### src/rtl/fetch_unit.sv
// fetch_unit: instruction-fetch stage. Owns the PC, drives the IM address and
// registers each returned word into an IF/ID output with a valid/ready handshake.
// Ports: clk, asyn_n_rst, run, redirect_valid/redirect_addr in;
//        im_addr out, im_q in; instr/instr_pc/instr_valid out, instr_ready in; halted out.
// Option: define FETCH_HALT_EN to stop fetching after an all-ones word (HALT state).
module fetch_unit #(
  parameter int IM_ADDRESS_WIDTH  = 6,
  parameter int INSTRUCTION_WIDTH = 32,
  parameter logic [IM_ADDRESS_WIDTH-1:0] RESET_PC = '0
) (
  input  logic                         clk,
  input  logic                         asyn_n_rst,
  input  logic                         run,
  input  logic                         redirect_valid,
  input  logic [IM_ADDRESS_WIDTH-1:0]  redirect_addr,
  output logic [IM_ADDRESS_WIDTH-1:0]  im_addr,
  input  logic [INSTRUCTION_WIDTH-1:0] im_q,
  output logic [INSTRUCTION_WIDTH-1:0] instr,
  output logic [IM_ADDRESS_WIDTH-1:0]  instr_pc,
  output logic                         instr_valid,
  input  logic                         instr_ready,
  output logic                         halted
);

  localparam logic [IM_ADDRESS_WIDTH-1:0] PC_ONE =
    IM_ADDRESS_WIDTH'(1);

  typedef struct packed {
    logic [INSTRUCTION_WIDTH-1:0] instr;
    logic [IM_ADDRESS_WIDTH-1:0]  pc;
    logic                         valid;
  } if_id_t;

  typedef enum logic [1:0] {
    S_IDLE  = 2'd0,
`ifdef FETCH_HALT_EN
    S_HALT  = 2'd2,
`endif
    S_FETCH = 2'd1
  } state_t;

  state_t                      state_q;
  state_t                      state_d;
  logic [IM_ADDRESS_WIDTH-1:0] pc_q;
  if_id_t                      out_q;

  logic slot_free;
  logic fire;
  logic halt_word;

  assign slot_free = !out_q.valid || instr_ready;

  // run gates fire so a FETCH->IDLE cycle never starts a new fetch.
  assign fire = (state_q == S_FETCH) && run &&
                slot_free && !redirect_valid;

`ifdef FETCH_HALT_EN
  assign halt_word = &im_q;
  assign halted    = (state_q == S_HALT);
`else
  assign halt_word = 1'b0;
  assign halted    = 1'b0;
`endif

  always_comb begin
    state_d = state_q;
    unique case (state_q)
      S_IDLE: begin
        if (run) state_d = S_FETCH;
      end
      S_FETCH: begin
        if (!run)
          state_d = S_IDLE;
`ifdef FETCH_HALT_EN
        else if (fire && halt_word)
          state_d = S_HALT;
`endif
      end
`ifdef FETCH_HALT_EN
      S_HALT: begin
        if (redirect_valid)
          state_d = run ? S_FETCH : S_IDLE;
      end
`endif
      default: state_d = S_IDLE;
    endcase
  end

  always_ff @(posedge clk or negedge asyn_n_rst) begin
    if (!asyn_n_rst) begin
      state_q <= S_IDLE;
    end else begin
      state_q <= state_d;
    end
  end

  // Redirect flushes even a stalled word; otherwise fire
  // refills, or a plain accept empties the slot.
  always_ff @(posedge clk or negedge asyn_n_rst) begin
    if (!asyn_n_rst) begin
      pc_q  <= RESET_PC;
      out_q <= '0;
    end else if (redirect_valid) begin
      pc_q        <= redirect_addr;
      out_q.valid <= 1'b0;
    end else if (fire) begin
      out_q.instr <= im_q;
      out_q.pc    <= pc_q;
      out_q.valid <= 1'b1;
      if (!halt_word) pc_q <= pc_q + PC_ONE;
    end else if (out_q.valid && instr_ready) begin
      out_q.valid <= 1'b0;
    end
  end

  assign im_addr     = pc_q;
  assign instr       = out_q.instr;
  assign instr_pc    = out_q.pc;
  assign instr_valid = out_q.valid;

endmodule
### config.mk
export PLATFORM = sky130hd
export DESIGN_NAME = fetch_unit
export DESIGN_NICKNAME = d
export VERILOG_FILES = /design/src/rtl/fetch_unit.sv
export SDC_FILE = /design/constraint.sdc
export NUM_CORES = 1
export LEC_CHECK = 0
export ABC_CLOCK_PERIOD_IN_PS = 2550
export CAP_MARGIN = 20
export CELL_PAD_IN_SITES_DETAIL_PLACEMENT = 0
export CELL_PAD_IN_SITES_GLOBAL_PLACEMENT = 1
export CORE_MARGIN = 2
export CORE_UTILIZATION = 30
export DETAILED_ROUTE_END_ITERATION = 10
export PLACE_DENSITY_LB_ADDON = 0.1
export REMOVE_ABC_BUFFERS = 1
export SETUP_SLACK_MARGIN = 0.05
export SYNTH_ARGS = -nofsm -noshare
export SYNTH_HDL_FRONTEND = slang
export SYNTH_SLANG_ARGS = --single-unit
### constraint.sdc
create_clock -name clk -period 2.55 [get_ports clk]
set_clock_uncertainty 0.05 [all_clocks]
set_input_delay 0.255 -clock clk [delete_from_list [all_inputs] [get_ports clk]]
set_output_delay 0.255 -clock clk [all_outputs]
set_load 0.02 [all_outputs]
; ---- Yosys cells after proc, flatten, opt, wreduce, memory -nomap -nowiden
; Index checks and enable logic that the tools add are counted.
[word_totals]
regBits = 47
input_bits = 43
[classes]
mux = 8
bitwise = 1
eq_ne = 3
add_sub_neg = 1
n_reduce_logical = 12
[ops]
columns = op, n
row1 = two-way mux 6 bit, 2
row2 = "adder 6 x 1 -> 6 bit, second input constant", 1
row3 = logical AND 1 bit, 4
row4 = two-way mux 2 bit, 2
row5 = "inequality test 2 bit, second input constant", 2
row6 = one-hot mux 2 bit (2 select lines), 1
row7 = AND reduction 2 bit, 2
row8 = two-way mux 1 bit, 3
row9 = nonzero test 3 bit, 1
row10 = "equality test 2 x 1 -> 1 bit, second input constant", 1
row11 = logical NOT 1 bit, 2
row12 = logical NOT 2 bit, 1
row13 = nonzero test 2 bit, 1
row14 = logical OR 1 bit, 1
row15 = inverter 1 bit, 1

; ---- Logic depth before layout (Yosys ltp)
; Gate-level depths: netlist (run 1).
[logic_depth]
word_depth = 6
mapped_depth = 6

; ---- Least setup slack after synthesis (run 1)
; OpenSTA, ideal clock, no wires.
[synth_path]
path_kind = register to register
start = register state_q[0]
end = register out_q (netlist bit instr_pc[0])
period_less_slack_ns = 1.619
arrival_ns = 1.442
t_required_ns = 2.372
slack_ns = 0.931
setup_time_ns = 0.128
stages_incl_launch_ff = 7
path_buffers = 2
cell_sequence = dfrtp_1 ha_1 inv_2 nor3_2 buf_4 buf_6 mux2_1
[synth_via]
elab_chain_len = 5
[synth_lines]
columns = item, line
row1 = start: declaration, 42  ; state_t state_q;
row2 = start signal: assignment, 93  ; state_q <= state_d;
row3 = equality test 2 x 1 -> 1 bit, 54  ; assign fire = (state_q == S_FETCH) && run &&
row4 = logical AND 1 bit (2 in a row), 54
row5 = logical AND 1 bit, 55  ; slot_free && !redirect_valid;
row6 = AND reduction 2 bit (no source line), --
row7 = end: declaration, 45  ; if_id_t out_q;
; No other way between the ends.
; A chain may end at the register's enable or synchronous reset.

; ---- Final worst setup path (run 1)
[layout_path]
start = input run
end = register, netlist name instr[15]
[layout_via]
elab_chain_len = 4
[layout_lines]
columns = item, line
row1 = start: declaration, 13  ; input logic run,
row2 = logical AND 1 bit (2 in a row), 54
row3 = logical AND 1 bit, 55
row4 = AND reduction 2 bit (no source line), --
; No other way between the ends.

==> flow_summary.json, run 1 <==
{
  "diodes": 0,
  "max_stage_delay_ns": 0.46,
  "synth-simple-area-share": 0.0638,
  "p_leak_nw": 1.19,
  "status": "finished clean",
  "post_cts_buffers": 0,
  "grt_max_degree": 47,
  "synth-seq-cells": 46,
  "fmax_mhz": 549,
  "layout_commonest_cell": "clkdlybuf4s50_1",
  "layout.cells.non_filler": 298,
  "avgRoutedWirePerCell_um": 14.3,
  "die_h_um": 83.2,
  "synth_fa_ha_area_frac": 0.0133,
  "synthXorXnorAreaFrac": 0.00465,
  "drc": 0,
  "synth_area_leader_cell": "dfrtp_1",
  "grt_pass1_vias": 1460,
  "hold_violations": 0,
  "maxSlewViolCount": 0,
  "crit_chain": "clkdlybuf4s50_1 -> ha_1 -> inv_2 -> nor3_4 -> buf_4 -> mux2_2",
  "setup_viol": 0,
  "final_area_mm2": 0.00294,
  "antenna_found_initial": 0,
  "clkLatencyLatePin_ns": 0.29,
  "fin_crit_sh": 0.714,
  "place_hpwl_mm": 3.22,
  "synthCells": 131,
  "cts-root-buf": "clkbuf_8",
  "dieArea_mm2": 0.00693,
  "crit_required_ns": 2.68,
  "ir_worst_vdd_mv": 0.622,
  "gp_congestion": 0.717,
  "cts_sinks": 46,
  "syn_area_mm2": 0.00188,
  "synth_warnings": 0,
  "area_growth_pct": 56.2,
  "dpl_cell_area_mm2": 0.00281,
  "vias": 1371,
  "drt-pass1-iter-count": 4,
  "synth_top_family_by_area": "multiplexers",
  "ctsResizeCount": 0,
  "initial_core_util": 0.314,
  "setup-tns-final_ns": 0,
  "powerDensity_mw_per_mm2": 1130,
  "via_per_inst": 4.60,
  "cts_htree_levels": 2,
  "worstPathMaxFanout": 21,
  "yosysTopAreaCellShare": 0.611,
  "rsz0062_at_grt": "false",
  "overflow": 0,
  "seq_area_frac_synth": 0.611,
  "cts_tree": "done",
  "drive_above_1_share": 0.148,
  "clockBufferDepth": 2,
  "ant_nets": 0,
  "synthMuxAreaShare": 0.227,
  "hp-class": "input port to asynchronous set/reset pin",
  "synth_compound_area_frac": 0.0412,
  "fin_crit_ns": 1.82,
  "placed_cells": 288,
  "path_delay_family": "buffers and inverters",
  "wirelength_mm": 4.27,
  "critPathLaunchType": "input port",
  "syn_area_per_cell_um2": 14.4,
  "io_pins": 89,
  "synthTopCellsByArea": "dfrtp_1 (61%), mux2_1 (12%), mux2_2 (11%), buf_6 (1.8%), a31oi_1 (1.7%)",
  "dr.first_iter.drc_count": 48,
  "die_w_um": 83.2,
  "path_buf_inv": 3,
  "worstSetupPathType": "input port to register",
  "mostFrequentLayoutCells": "clkdlybuf4s50_1 (86), dfrtp_1 (46), mux2_1 (20)",
  "grt_pass1_wl_mm": 7.33,
  "row_count": 28,
  "ctsHoldBuffers": 0,
  "crit_arrival_ns": 1.95,
  "end_kind": "register",
  "synthDistinctLibCells": 26,
  "io_buffer_count": 87,
  "clk_pin_slew_worst_paths_ns": 0.09,
  "core_mm2": 0.00599,
  "drv_cap": 0,
  "cts-buffers-inserted": 5,
  "slowest_stage": "clkdlybuf4s50_1",
  "grtUsageTotal": 0.132,
  "final_nets": 267
}
Yosys cell counts, drive strengths merged:
master  instances
o311ai          1
or4             3
a21oi           1
or2b            1
o21ai           2
nor3            1
buf             6
ha              2
or3             1
nand3           2
o31ai           3
nand4           2
nor2            6
nor2b           1
conb            1
a31oi           5
nand2           4
dfrtp          46
xor2            1
clkbuf          1
inv             3
mux2           38
state kept, by name, indices dropped and copies added, names as in the netlist:
name,count
im_addr,6
state_q,1
instr_valid,1
instr,32
instr_pc,6
power breakdown:
| part | internal, mW | switching [mW] |
|---|---|---|
| Combinational | 0.855 | 0.739 |
| Sequential | 1.06 | 0.174 |
| Clock | 0.248 | 0.239 |
routing by layer:
metal	track usage	up-vias	part of all wire
met5	0	-	0
met4	0.0402	0	0.012
met3	0.0547	5	0.076
met2	0.223	50	0.51
met1	0.152	668	0.40
li1	-	648	-
path summary, 6_finish.rpt:
check,startpoint,to,slack (ns),cells past startpoint
worst max-delay path,run,instr[15],0.73,6
worst min-delay path,asyn_n_rst,instr[3],0.27,2
worst max register to register,state_q[0],instr[15],0.78,5
worst min register to register,state_q[0],state_q[0],0.42,1
max in group asynchronous,asyn_n_rst,instr_pc[1],1.74,3
min in group clk,state_q[0],state_q[0],0.42,1
cell families after synthesis:
group / count (synthesis)
other: 1
muxes: 38
adders and majority gates: 2
xor gates and xnor gates: 1
and+or+nand+nor: 21
buffers and inverters: 10
DFF: 46
AOI/OAI and AO/OA: 12
per-stage QoR:
stage	total power [mW]	setup WS, ns	hold slack (ns)	utilization
5_1_grt	3.53	0.636	0.263	0.491
3_5_place_dp	2.87	0.406	0.413	0.468
6_report	3.32	0.729	0.265	0.491
4_1_cts	3.37	0.733	0.119	0.486
3_3_place_gp	2.83	0.486	0.410	0.468
2_1_floorplan	2.01	-0.249	-0.0906	-
layout make-up:
type	count	area, µm²
Clock buffer	7	96.3
Clock inverter	1	8.76
Fill cell	528	3050
Inverter	3	11.3
Multi-Input combinational cell	75	669
Sequential cell	46	1150
Tap cell	75	93.8
Timing Repair Buffer	91	911
(Power assumes the default switching activity.)
==> run 2: changes to the inputs <==
--- a/config.mk
+++ b/config.mk
@@ -5,7 +5,7 @@
 export SDC_FILE = /design/constraint.sdc
 export NUM_CORES = 1
 export LEC_CHECK = 0
-export ABC_CLOCK_PERIOD_IN_PS = 2550
+export ABC_CLOCK_PERIOD_IN_PS = 1700
 export CAP_MARGIN = 20
 export CELL_PAD_IN_SITES_DETAIL_PLACEMENT = 0
 export CELL_PAD_IN_SITES_GLOBAL_PLACEMENT = 1
==> constraint.sdc (replaced) <==
create_clock -name clk -period 1.7 [get_ports clk]
set_clock_uncertainty 0.05 [all_clocks]
set_input_delay 0.17 -clock clk [delete_from_list [all_inputs] [get_ports clk]]
set_output_delay 0.17 -clock clk [all_outputs]
set_load 0.02 [all_outputs]
==> run 2 against run 1 <==
Compared with the run above: clock power is 36% higher; sequential power is 50% higher; register-to-register slack worse by 0.63 ns; critical endpoint is now im_addr[3]; critical path depth decreased by 5; combinational power up 55%; largest power group unchanged; first-iteration DRC count increased by 44%; final cell count up 2.7%; non-clock buffer count rose by 8; die area unchanged; global-route usage increased by 0.19 points; count of clock-buffer cells in the layout unchanged.
==> flow_summary.json, run 2 (synthesis gave the netlist of run 1 again) <==
{
  "status": "finished clean",
  "row_count": 28,
  "r2r-start": "state_q[0]",
  "ant_nets": 0,
  "io_pins": 89,
  "area_growth_pct": 61.1,
  "p_int_mw": 3.26,
  "final_area_mm2": 0.00303,
  "worstReg2RegEnd": "instr[23]",
  "grt_pass1_vias": 1543,
  "die_w_um": 83.2,
  "crit_chain": "clkdlybuf4s50_1",
  "worst_slack_ns": 0.116,
  "drt-pass1-iter-count": 4,
  "switching_share": 0.344,
  "powerDensity_mw_per_mm2": 1640,
  "largest_register_ffs": 32,
  "diodes": 0,
  "drc": 0,
  "wirelength_mm": 4.24,
  "cp.depth": 1,
  "relSlewSlack": 0.640,
  "drive_above_1_share": 0.177,
  "max_stage_delay_ns": 0.64,
  "end_kind": "primary output",
  "maxSlewViolCount": 0,
  "final_nets": 275,
  "vias": 1405,
  "reg2reg_depth": 5,
  "cts_sinks": 46,
  "cts-root-buf": "clkbuf_8",
  "fmax_mhz": 631,
  "dieArea_mm2": 0.00693,
  "clockBufferDepth": 2,
  "endpoint": "im_addr[3]",
  "place_hpwl_mm": 3.28,
  "crit_arrival_ns": 1.36,
  "layout.cells.non_filler": 306,
  "p_leak_nw": 1.25,
  "hold_violations": 0,
  "dpl_cell_area_mm2": 0.00292,
  "power_frac_clock": 0.133,
  "path_buf_inv": 1,
  "cts_tree": "done",
  "mostFrequentLayoutCells": "clkdlybuf4s50_1 (84), dfrtp_1 (46), mux2_1 (20)",
  "fin_hold_ws_ns": 0.343,
  "avgRoutedWirePerCell_um": 13.8,
  "cts-buffers-inserted": 5,
  "die_h_um": 83.2,
  "crit_required_ns": 1.48,
  "worstPathMaxFanout": 6,
  "worstSetupStartpoint": "im_addr[3]",
  "rsz0062_at_grt": "false",
  "placed_cells": 297,
  "slowest_stage": "clkdlybuf4s50_1",
  "io_buffer_count": 87,
  "critPathLaunchType": "register",
  "worstSetupPathType": "register to primary output",
  "setup_viol": 0,
  "drv_cap": 0,
  "clkLatencyLatePin_ns": 0.28,
  "clk_pin_slew_worst_paths_ns": 0.08,
  "grtUsageTotal": 0.134,
  "final_core_util": 0.506,
  "tightest_slew_ns": 0.540,
  "initial_core_util": 0.314,
  "ir_worst_vdd_mv": 0.776,
  "r2r_slack_ns": 0.15,
  "overflow": 0,
  "cts_htree_levels": 2,
  "fin_crit_ns": 1.58,
  "path_delay_family": "buffers and inverters",
  "netSwitchingPower_mw": 1.71,
  "dr.first_iter.drc_count": 69,
  "via_per_inst": 4.59,
  "antenna_found_initial": 0,
  "combPwrFrac": 0.496,
  "hp-class": "input port to asynchronous set/reset pin",
  "seq_power_share": 0.372,
  "core_mm2": 0.00599,
  "grt_max_degree": 27,
  "fin_crit_sh": 0.932,
  "layout_commonest_cell": "clkdlybuf4s50_1",
  "gp_congestion": 0.743,
  "grt_pass1_wl_mm": 7.49,
  "regMostFlops": "instr",
  "place_ws_ns": -0.194
}
run 2: per-stage QoR:
stage               power, mW  setup TNS [ns]
global placement         4.33           -5.52
CTS                      5.07               0
finish                   4.97               0
global route             5.32               0
detailed placement       4.38           -7.09
floorplan                3.01          -40.77
run 2: timing repair:
item,in CTS,in global routing
setup buffers,0,0
hold endpoints to repair,20,0
setup endpoints to repair,0,41
hold buffers,1,0
gates resized for setup,0,3
run 2: how the worst min path moves through the flow:
stage | startpoint | endpoint | slack (ns) | cells after the start
after floorplan | asyn_n_rst | im_addr[0] | -0.18 | 0
after global placement | asyn_n_rst | instr_pc[4] | 0.12 | 1
after detailed placement | asyn_n_rst | instr_pc[4] | 0.13 | 1
after CTS | asyn_n_rst | instr_pc[4] | 0.35 | 2
after global routing | asyn_n_rst | instr_pc[4] | 0.37 | 2
final | asyn_n_rst | instr_pc[4] | 0.34 | 2
run 2: final cells by class:
type,count,area (µm²)
Timing Repair Buffer,99,1010
Tap cell,75,93.8
Multi-Input combinational cell,75,672
Inverter,3,11.3
Clock inverter,1,5.00
Fill cell,530,2960
Sequential cell,46,1150
Clock buffer,7,86.3
run 2: power groups by stage:
stage	registers, mW	clock network [mW]	logic (mW)
floorplan	2.46	0	0.551
global placement	1.86	0	2.46
detailed placement	1.88	0	2.50
CTS	1.86	0.694	2.51
global route	1.93	0.759	2.63
finish	1.85	0.660	2.46
run 2: routing by layer:
metal	GRT usage	vias to the layer above	wire length [µm]
met2	0.233	57	2160
met5	0	-	0
met3	0.0378	4	290
met4	0.0402	0	37
met1	0.160	678	1750
li1	-	666	-
==> run 3: changes to the inputs <==
--- a/config.mk
+++ b/config.mk
@@ -5,12 +5,12 @@
 export SDC_FILE = /design/constraint.sdc
 export NUM_CORES = 1
 export LEC_CHECK = 0
-export ABC_CLOCK_PERIOD_IN_PS = 1700
+export ABC_CLOCK_PERIOD_IN_PS = 1300
 export CAP_MARGIN = 20
 export CELL_PAD_IN_SITES_DETAIL_PLACEMENT = 0
 export CELL_PAD_IN_SITES_GLOBAL_PLACEMENT = 1
 export CORE_MARGIN = 2
-export CORE_UTILIZATION = 30
+export CORE_UTILIZATION = 28
 export DETAILED_ROUTE_END_ITERATION = 10
 export PLACE_DENSITY_LB_ADDON = 0.1
 export REMOVE_ABC_BUFFERS = 1
==> constraint.sdc (replaced) <==
create_clock -name clk -period 1.3 [get_ports clk]
set_clock_uncertainty 0.05 [all_clocks]
set_input_delay 0.13 -clock clk [delete_from_list [all_inputs] [get_ports clk]]
set_output_delay 0.13 -clock clk [all_outputs]
set_load 0.02 [all_outputs]
==> run 3 against run 2 <==
Compared with the run above: the run now ends with negative setup slack left; first-iteration DRC count decreased by 19%; non-clock buffer count increased by 18; global-route usage decreased by 0.54 points; sequential power increased by 31%; sequential cell count unchanged; power increased by 39%; combinational power increased by 40%; via count increased by 6.9%; worst setup slack got worse by 0.38 ns; final cell count increased by 6.5%; cell area increased by 10%; critical path depth increased by 5; largest cell class is now non-clock buffers.
==> flow_summary.json, run 3 (synthesis gave the netlist of run 1 again) <==
{
  "reg2reg_depth": 6,
  "place_hpwl_mm": 3.27,
  "status": "finished, violations left",
  "r2r-start": "state_q[0]",
  "io_buffer_count": 87,
  "cts_htree_levels": 2,
  "ir_worst_vdd_mv": 0.780,
  "maxSlewViolCount": 0,
  "vias": 1502,
  "worstSetupPathType": "register to register",
  "initial_core_util": 0.293,
  "power_frac_clock": 0.151,
  "overflow": 0,
  "dr.first_iter.drc_count": 56,
  "worstPathMaxFanout": 9,
  "drv_cap": 0,
  "wirelength_mm": 5.12,
  "worstSetupStartpoint": "state_q[0]",
  "drt-pass1-iter-count": 4,
  "largest_register_ffs": 32,
  "p_leak_nw": 1.50,
  "grt_pass1_wl_mm": 7.32,
  "layout_commonest_cell": "dfrtp_1",
  "regMostFlops": "instr",
  "die_w_um": 86.0,
  "rsz0062_at_grt": "true",
  "combPwrFrac": 0.499,
  "cts_tree": "done",
  "grtUsageTotal": 0.128,
  "antenna_found_initial": 0,
  "cts-root-buf": "clkbuf_8",
  "cts_sinks": 46,
  "drc": 0,
  "clkLatencyLatePin_ns": 0.29,
  "crit_arrival_ns": 1.70,
  "grt_max_degree": 47,
  "grt_pass1_vias": 1537,
  "hp-class": "input port to asynchronous set/reset pin",
  "via_per_inst": 4.61,
  "avgRoutedWirePerCell_um": 15.7,
  "crit_required_ns": 1.43,
  "cts-buffers-inserted": 5,
  "final_nets": 293,
  "core_mm2": 0.00642,
  "fin_crit_ns": 1.56,
  "setup-tns-final_ns": -9.40,
  "worst_slack_ns": -0.264,
  "area_growth_pct": 77.3,
  "clockBufferDepth": 2,
  "setup_viol": 42,
  "hold_violations": 0,
  "fin_crit_sh": 1.20,
  "die_h_um": 86.0,
  "seq_power_share": 0.350,
  "netSwitchingPower_mw": 2.44,
  "violations": "negative setup slack",
  "row_count": 29,
  "clk_pin_slew_worst_paths_ns": 0.09,
  "io_pins": 89,
  "diodes": 0,
  "end_kind": "register",
  "ant_nets": 0,
  "final_area_mm2": 0.00334,
  "fmax_mhz": 639,
  "fin_hold_ws_ns": 0.298,
  "dpl_cell_area_mm2": 0.00297,
  "switching_share": 0.352,
  "drive_above_1_share": 0.349,
  "mostFrequentLayoutCells": "dfrtp_1 (45), clkdlybuf4s50_1 (41), dlygate4sd2_1 (38)",
  "critPathLaunchType": "register",
  "p_int_mw": 4.48,
  "powerDensity_mw_per_mm2": 2070,
  "gp_congestion": 0.761,
  "dieArea_mm2": 0.00740
}
run 3: path summary, 6_finish.rpt:
kind                       slack [ns]           to
max                             -0.26    instr[18]
min                              0.30    instr[27]
max reg2reg                     -0.26    instr[18]
min reg2reg                      0.43  instr_pc[4]
max in group asynchronous        0.67   im_addr[2]
min in group clk                 0.35   im_addr[1]
run 3: area by class of cell:
| type | instances | area, µm² |
|---|---|---|
| Fill cell | 569 | 3080 |
| Multi-Input combinational cell | 75 | 808 |
| Clock buffer | 6 | 72.6 |
| Sequential cell | 46 | 1150 |
| Timing Repair Buffer | 117 | 1160 |
| Inverter | 3 | 13.8 |
| Clock inverter | 2 | 37.5 |
| Tap cell | 77 | 96.3 |
run 3: timing repair:
action	CTS	global route
resized for setup	68	39
hold endpoints to repair	46	0
hold buffers	1	0
buffers inserted	5	3
cloned	1	3
endpoints found under the setup margin	88	47
pin swaps	8	3
run 3: stage by stage:
step / setup slack, ns / utilization / std cells / power (mW)
2_1_floorplan: -1.50 / - / 124 / 3.94
3_3_place_gp: -0.508 / 0.462 / 306 / 5.68
3_5_place_dp: -0.565 / 0.462 / 306 / 5.77
4_1_cts: -0.258 / 0.487 / 321 / 6.49
5_1_grt: -0.293 / 0.520 / 326 / 7.34
6_report: -0.264 / 0.520 / 326 / 6.92
run 3: critical path, cell delays in order (launching register included):
cell and delay, ns:
dfrtp_1 0.39, ha_4 0.17, inv_4 0.04, nor3_4 0.14, buf_12 0.17, clkbuf_16 0.16, mux2_2 0.33
run 3: power groups by stage:
| stage | Clock [mW] | Sequential (mW) | Combinational [mW] |
|---|---|---|---|
| 2_1_floorplan | 0 | 3.22 | 0.721 |
| 3_3_place_gp | 0 | 2.41 | 3.27 |
| 3_5_place_dp | 0 | 2.45 | 3.32 |
| 4_1_cts | 1.09 | 2.39 | 3.01 |
| 5_1_grt | 1.16 | 2.51 | 3.67 |
| 6_report | 1.04 | 2.42 | 3.45 |
run 3: layer usage:
metal	vias up	global-route usage	wire, µm
met5	-	0	0
met4	0	0.0390	52
met3	6	0.0414	333
met2	54	0.234	2700
met1	741	0.141	2040
li1	701	-	-
==> edit: new RTL, flow settings as in run 3 <==
Build with the macro `FETCH_HALT_EN` defined.
--- a/src/rtl/fetch_unit.sv
+++ b/src/rtl/fetch_unit.sv
@@ -5,2 +5,4 @@
 // Option: define FETCH_HALT_EN to stop fetching after an all-ones word (HALT state).
+`define FETCH_HALT_EN
+
 module fetch_unit #(
Function: changed (a bounded check fails within 4 cycles, from zero or initial values and one cycle with asyn_n_rst low).
==> edit against run 3 <==
The flow still finishes with violations (negative setup slack). Sequential cell count is 1 higher. Area after synthesis is 6.7% higher. Final area is 4.0% lower. Critical path depth is 1 lower. Setup slack worse by 0.12 ns. Routed wire length is 3.5% higher. Critical endpoint is now im_addr[4]$_DFFE_PN0P_. Highest routed layer unchanged.
Power is not compared: it rests on default switching activity, and its combinational part moved more than twofold at a synthesized area within 25%.
==> edit: results (changes against run 3) <==
status finished, violations left (unchanged); violated checks negative setup slack (unchanged); global placer's final weighted congestion 0.7349 (was 0.7608); CTS Buf Count 5 (unchanged); leakage component of the power 1.447 nW; largest net degree at the start of global routing 48 (was 47); capturing point of the worst reg2reg path im_addr[4]$_DFFE_PN0P_ (was instr[18]$_DFFE_PN0P_); share of layout cells above drive strength 1 45.10% (was 34.94%); PortBufs 88 (was 87); number of distinct library cell variants in the gate-level netlist after synthesis 30 (was 26); antenna diode count 0 (unchanged); critical path fanouts, max 3 (was 9); HP Class in -> reg (was in -> async); total routing usage reported by global routing 14.27% (was 12.82%); Largest register FFs 32 (unchanged); number of cells produced by synthesis 142 (was 131); accumulated negative setup slack -14.21 ns (was -9.399 ns); reg-to-reg startpoint state_q[1]$_DFFE_PN0P_ (was state_q[0]$_DFFE_PN0P_); met3 wire length 368 µm (was 333 µm); WL/cell 15.11 µm (was 15.72 µm); vias after detailed routing 1564 (was 1502); cell class contributing the biggest share of worst-path delay compound AO/OA/AOI/OAI gates (was flip-flops); pre-CTS WS -0.8127 ns (was -0.5652 ns); share of the synthesized area in compound gates (AO/OA/AOI/OAI) 4.608% (was 4.120%); number of design-rule violations left by the first detailed-router iteration 44 (was 56); maximum ir drop on the vdd rail between 0.5 and 0.6 mV; fraction of the mapped netlist area in adder cells 0.6227% (was 1.329%); met2 track demand over resource in global routing 23.20% (was 23.40%); final count of negative-setup-slack endpoints 46 (was 42); DRT antenna net count 0 (unchanged); post-layout power 4.073 mW; metal2 WL 2.508 mm (was 2.695 mm); post-synthesis sequential area ratio 58.53% (was 61.13%); final net count 298 (was 293); clock network power share 20.8%; synthesized-area fraction occupied by xor and xnor cells 1.743% (was 0.4651%); startpoint of the lowest-slack hold path im_q[21]; met1 usage 17.94% (was 14.07%); GR met3 Demand/Resource 5.037% (was 4.139%); R2R cell count 5 (was 6); number of placed cells counting well taps 337 (was 306); predominant post-synthesis flop cell dfrtp_1 (unchanged); leading cell types by count after synthesis dfrtp_1, mux2_2, nand4_1 (was dfrtp_1, mux2_1, mux2_2); vias in the first global route 1753 (was 1537); router iterations before antenna repair 2 (was 4); global-route wire length before repair 8.645 mm (was 7.320 mm); post-placement cell area 0.003132 mm² (was 0.002967 mm²); post-route worst setup slack -0.3794 ns (was -0.2638 ns); Worst-Skew Late Latency 0.29 ns (about the same); largest cells by area after synthesis dfrtp_1, mux2_2, nand4_1 (was dfrtp_1, mux2_1, mux2_2); estimated wirelength of the detail-placed design 3.845 mm (was 3.272 mm); routed vias/inst 4.456 (was 4.607); crit path DAT 1.81 ns (was 1.70 ns); routed length on met1 2.366 mm (was 2.042 mm); mux contribution to synthesized area 22.98% (was 22.72%)
-- edit: cell types whose count changed in the layout (fill, tap and decap cells not counted), moves of 3 or more --
| cell | run 3 | this run |
|---|---|---|
| clkdlybuf4s15_1 | 0 | 6 |
| mux2_2 | 10 | 39 |
| nor2_1 | 6 | 1 |
| buf_4 | 18 | 14 |
| mux2_4 | 22 | 2 |
| a31oi_1 | 4 | 1 |
| buf_2 | 4 | 21 |
| dlygate4sd2_1 | 38 | 42 |
| clkdlybuf4s50_1 | 41 | 9 |
| buf_6 | 5 | 10 |
| nand4_1 | 2 | 7 |
| mux2_1 | 6 | 0 |
-- edit: layout make-up --
| cell class | instances | area (µm²) |
|---|---|---|
| clock buffer | 7 | 76.32 |
| clock inverter | 1 | 5.005 |
| fill | 662 | 3665 |
| inverter | 1 | 3.754 |
| multi-input combinational | 88 | 878.3 |
| sequential | 47 | 1177 |
| tap | 96 | 120.1 |
| timing repair buffer | 111 | 943.4 |
-- edit: worst min-delay path by stage --
stage | cells after the start | to | slack (ns)
global route | 2 | instr[7]$_DFFE_PN0P_ | 0.005
finish | 2 | instr[21]$_DFFE_PN0P_ | 0.009
floorplan | 0 | im_addr[0]$_DFFE_PN0P_ | -0.22
global placement | 2 | instr[20]$_DFFE_PN0P_ | 0.08
CTS | 2 | instr[2]$_DFFE_PN0P_ | 0.002
detailed placement | 2 | instr[17]$_DFFE_PN0P_ | 0.09
-- edit: what timing repair did --
action                                 in CTS  in global routing
pin swaps                                  15                  7
setup endpoints to repair                  92                 51
buffers inserted                            1                  3
endpoints found under the hold margin      48                  1
gates resized for setup                   181                 18
hold buffers                                2                  1
gates cloned                                0                  0
